[src/rtl/ram_stream_loader.sv]
// Streams words from a valid/ready source into a 256x8 RAM at consecutive (wrapping) addresses,
// with a registered read port. Optional running checksum output: RAM_STREAM_LOADER_CHECKSUM_EN.
module ram_stream_loader #(
    parameter int ADDR_WIDTH = 8,
    parameter int DATA_WIDTH = 8
) (
    input  logic                  clk,
    input  logic                  rst,
    input  logic                  start,
    input  logic [ADDR_WIDTH-1:0] start_addr,
    input  logic [ADDR_WIDTH:0]   length,
    input  logic                  in_valid,
    input  logic [DATA_WIDTH-1:0] in_data,
    output logic                  in_ready,
    output logic                  busy,
    output logic                  done,
    output logic [ADDR_WIDTH:0]   wr_count,
    input  logic [ADDR_WIDTH-1:0] rd_addr,
`ifdef RAM_STREAM_LOADER_CHECKSUM_EN
    output logic [DATA_WIDTH-1:0] rd_data,
    output logic [DATA_WIDTH-1:0] checksum
`else
    output logic [DATA_WIDTH-1:0] rd_data
`endif
);

    localparam int DEPTH = 1 << ADDR_WIDTH;
    localparam logic [ADDR_WIDTH:0] LEN_MAX = {1'b1, {ADDR_WIDTH{1'b0}}};
    localparam logic [ADDR_WIDTH:0] LEN_ONE = (ADDR_WIDTH + 1)'(1);

    typedef enum logic [1:0] {
        S_IDLE,
        S_LOAD,
        S_DONE
    } state_t;

    state_t                  state_reg, state_next;
    logic [ADDR_WIDTH-1:0]   ptr_reg, ptr_next;
    logic [ADDR_WIDTH:0]     remaining_reg, remaining_next;
    logic [ADDR_WIDTH:0]     count_reg, count_next;
    logic [DATA_WIDTH-1:0]   rd_data_reg;
    logic                    wr_en;

    logic [DATA_WIDTH-1:0]   mem [DEPTH];

`ifdef RAM_STREAM_LOADER_CHECKSUM_EN
    logic [DATA_WIDTH-1:0]   checksum_reg, checksum_next;
`endif

    always_comb begin
        state_next     = state_reg;
        ptr_next       = ptr_reg;
        remaining_next = remaining_reg;
        count_next     = count_reg;
        wr_en          = 1'b0;
        in_ready       = 1'b0;
        busy           = 1'b0;
        done           = 1'b0;
`ifdef RAM_STREAM_LOADER_CHECKSUM_EN
        checksum_next  = checksum_reg;
`endif
        case (state_reg)
            S_IDLE: begin
                if (start) begin
                    count_next = '0;
`ifdef RAM_STREAM_LOADER_CHECKSUM_EN
                    checksum_next = '0;
`endif
                    if (length == '0) begin
                        state_next = S_DONE;
                    end else begin
                        ptr_next       = start_addr;
                        remaining_next = (length > LEN_MAX) ? LEN_MAX : length;
                        state_next     = S_LOAD;
                    end
                end
            end
            S_LOAD: begin
                in_ready = 1'b1;
                busy     = 1'b1;
                if (in_valid) begin
                    wr_en          = 1'b1;
                    ptr_next       = ptr_reg + ADDR_WIDTH'(1);
                    remaining_next = remaining_reg - LEN_ONE;
                    count_next     = count_reg + LEN_ONE;
`ifdef RAM_STREAM_LOADER_CHECKSUM_EN
                    checksum_next  = checksum_reg + in_data;
`endif
                    if (remaining_reg == LEN_ONE) begin
                        state_next = S_DONE;
                    end
                end
            end
            S_DONE: begin
                busy       = 1'b1;
                done       = 1'b1;
                state_next = S_IDLE;
            end
            default: state_next = S_IDLE;
        endcase
    end

    always_ff @(posedge clk) begin
        if (rst) begin
            state_reg     <= S_IDLE;
            ptr_reg       <= '0;
            remaining_reg <= '0;
            count_reg     <= '0;
`ifdef RAM_STREAM_LOADER_CHECKSUM_EN
            checksum_reg  <= '0;
`endif
        end else begin
            state_reg     <= state_next;
            ptr_reg       <= ptr_next;
            remaining_reg <= remaining_next;
            count_reg     <= count_next;
`ifdef RAM_STREAM_LOADER_CHECKSUM_EN
            checksum_reg  <= checksum_next;
`endif
        end
    end

    // RAM contents survive reset; the write is suppressed on a reset edge so an abort is immediate.
    always_ff @(posedge clk) begin
        if (wr_en && !rst) begin
            mem[ptr_reg] <= in_data;
        end
    end

    // Read-before-write: the read samples the array before this edge's write lands.
    always_ff @(posedge clk) begin
        if (rst) begin
            rd_data_reg <= '0;
        end else begin
            rd_data_reg <= mem[rd_addr];
        end
    end

    assign rd_data  = rd_data_reg;
    assign wr_count = count_reg;
`ifdef RAM_STREAM_LOADER_CHECKSUM_EN
    assign checksum = checksum_reg;
`endif

endmodule

[config.mk]
export PLATFORM = sky130hd
export DESIGN_NAME = ram_stream_loader
export DESIGN_NICKNAME = d
export VERILOG_FILES = /design/src/rtl/ram_stream_loader.sv
export SDC_FILE = /design/constraint.sdc
export NUM_CORES = 2
export LEC_CHECK = 0
export BUFFER_PORTS_ARGS = -buffer_cell sky130_fd_sc_hd__buf_2
export CORE_UTILIZATION = 45
export DETAILED_ROUTE_END_ITERATION = 10
export SLEW_MARGIN = 20
export SYNTH_ARGS = -nofsm -noshare
export SYNTH_HDL_FRONTEND = slang
export SYNTH_SLANG_ARGS = --single-unit
[constraint.sdc]
create_clock -name clk -period 3.45 [get_ports clk]
set_clock_uncertainty 0.1 [all_clocks]
set_input_delay 0.1725 -clock clk [delete_from_list [all_inputs] [get_ports clk]]
set_output_delay 0.1725 -clock clk [all_outputs]
set_load 0.01 [all_outputs]
==> impl_metrics.tcl <==
set metrics [dict create \
    layout-drive-gt1-share 0.244 \
    crit_arrival_ns 3.54 \
    cts_tree "built" \
    die_w_um 428 \
    rows 156 \
    hp-class "in -> reg" \
    period_share 0.926 \
    area_delta_synth_final_pct 15.9 \
    grt_overflow 0 \
    viasPerCell 6.01 \
    hpwl_um 140000 \
    drt_pass1_iterations 5 \
    dieArea_sq_um 183000 \
    drv_slew 0 \
    max-cap-violations 0 \
    grt_pass1_wl_um 317000 \
    status "complete, no violations" \
    cts_made_buffers 208 \
    synth_edf_count 2048 \
    cts_setup_buffers 0 \
    synthCells 4235 \
    clkSinkCount 2084 \
    io_pins 57 \
    final_cell_mix "edfxtp_1 (2048), buf_4 (429), mux4_2 (372)" \
    cts_root_buffer "clkbuf_16" \
    hold_viol_final 0 \
    cts_htree_levels 4 \
    ant_nets 0 \
    largest_reg_flops 2048 \
    routedWlPerCell_um 30.2 \
    wl_um 220000 \
    power_mw 53.7 \
    pre_cts_ws_ns -0.345 \
    grt_pass1_vias 43200 \
    finalSetupTns_ns 0 \
    power.density_nw_per_um2 567 \
    layout.nets 4804 \
    avgSynthCellArea_sq_um 19.3 \
    cp-end-kind "flip-flop" \
    drt-initial-drc-count 5081 \
    crit_type "reg -> reg" \
    worstMarginPinSlew_ns 1.14 \
    cp.required_ns 3.80 \
    antenna_found_initial 13 \
    track_usage 0.240 \
    layout_setup_ws_ns 0.255 \
    dieHeight_um 428 \
    start_util 0.453 \
    dr_total_vias 43900 \
    cp-start-kind "flip-flop" \
    finalSetupViolCount 0 \
    ys_ff_latch 2084 \
    netlist_area_sq_um 81800 \
    crit_path_max_fanout 14 \
    ys.flop_type "edfxtp_1" \
    path_clk_slew_ns 0.06 \
    synth.distinct_cells 71 \
    ys_seq_area_frac 0.761 \
    ys_warn_count 0 \
    grt_max_degree 128 \
    core_area_sq_um 181000 \
    insertion_delay_ns 0.85 \
    rsz0062_at_grt "no" \
    drc 0 \
    syn_nets 4282 \
    globalplace.congestion 0.881 \
    period_minus_slack_ns 3.19 \
    port_buffers 56 \
    cts_buffer_depth 3 \
    async_flop_share 0 \
    whs_ns 0.156 \
    peakVddDrop_v 0.000438 \
    p_leak_nw 30.9 \
    final_common_cell "edfxtp_1" \
    slew_headroom 0.241 \
    max_freq_mhz 313 \
]
## area by class of cell
type                       instances  area [sq um]
antenna                            3          7.51
clock buffer                     251          5370
clock inverter                   135          1150
fill                           14100         85800
inverter                          11          43.8
multi-input combinational       1872         18000
sequential                      2084         62200
tap                             2370          2970
timing repair buffer             580          5010
## final timing paths
path | start | endpoint | slack (ns) | cells after the start
hold reg to reg | wr_count[7] | wr_count[7] | 0.41 | 2
setup reg to reg | state_reg[1] | mem[112][2] | 0.26 | 8
setup / recovery | state_reg[1] | mem[112][2] | 0.26 | 8
hold / removal | rd_addr[4] | rd_data[6] | 0.16 | 5
## routing by layer
layer / wire length, um / global-route usage / vias to the layer above
met2: 105000 / 0.379 / 1897
met3: 16900 / 0.0385 / 304
met5: 40 / 0 / -
li1: - / - / 18400
met4: 5960 / 0.0682 / 6
met1: 92200 / 0.346 / 23200
## power breakdown
group / internal, mW / total, mW / switching, mW / leakage, nW
Clock: 12.3 / 21.7 / 9.47 / 3.16
Sequential: 27.9 / 28.1 / 0.180 / 18.7
Combinational: 1.37 / 3.93 / 2.56 / 9.01
## cell families (layout without fill, tap and decap cells)
logic type | Yosys count | count (layout) | share of synthesized area
DFF | 2084 | 2084 | 0.761
and+or+nand+nor | 724 | 724 | 0.0383
buffers and inverters | 279 | 977 | 0.0196
other | 0 | 3 | 0
xor gates and xnor gates | 5 | 5 | 0.000536
muxes | 675 | 675 | 0.140
adders and majority gates | 10 | 10 | 0.00153
AOI/OAI and AO/OA | 458 | 458 | 0.0393
## through the flow
| step | cell area (sq um) | std cells | util |
|---|---|---|---|
| 6_report | 94700 | 7306 | 0.525 |
| 5_1_grt | 94700 | 7304 | 0.525 |
| 4_1_cts | 94700 | 7303 | 0.525 |
| 3_5_place_dp | 87700 | 6866 | 0.486 |
| 3_3_place_gp | 87700 | 6866 | 0.486 |
| 2_1_floorplan | 81800 | 4235 | - |
## worst max-delay path: stages, from the launching register on
cell     delay (ns)
dfxtp_1        0.31
inv_1          0.09
ha_1           0.19
nand2_1        0.20
nor2_1         0.36
buf_12         0.21
nand3_1        0.21
buf_4          0.33
nor2_1         0.76
## repair_timing
action                     in CTS  in global routing
hold buffers                   51                  0
setup endpoints to repair       0                 15
gates resized for setup         0                  3
hold endpoints to repair      556                  0
## cells in the mapped netlist, types with 11 or more instances
master / number / share of area
nor2_1: 343 / 0.016
a31oi_1: 13 / 0.00099
mux2i_1: 297 / 0.036
a22oi_1: 43 / 0.0039
nand3_1: 45 / 0.0028
nand2_1: 172 / 0.0079
mux4_2: 372 / 0.10
buf_4: 28 / 0.0026
buf_6: 29 / 0.0040
clkbuf_1: 129 / 0.0059
a221oi_1: 11 / 0.0012
nand4_1: 25 / 0.0019
dfxtp_1: 36 / 0.0088
nor2b_1: 14 / 0.0011
nor4_1: 20 / 0.0015
o22ai_1: 71 / 0.0054
edfxtp_1: 2048 / 0.75
o21ai_0: 39 / 0.0024
a211oi_1: 31 / 0.0028
a21oi_1: 92 / 0.0056
or3_1: 13 / 0.00099
o221ai_1: 79 / 0.0085
nor3_1: 65 / 0.0040
buf_2: 63 / 0.0039
Power figures use the tool's default switching activity.
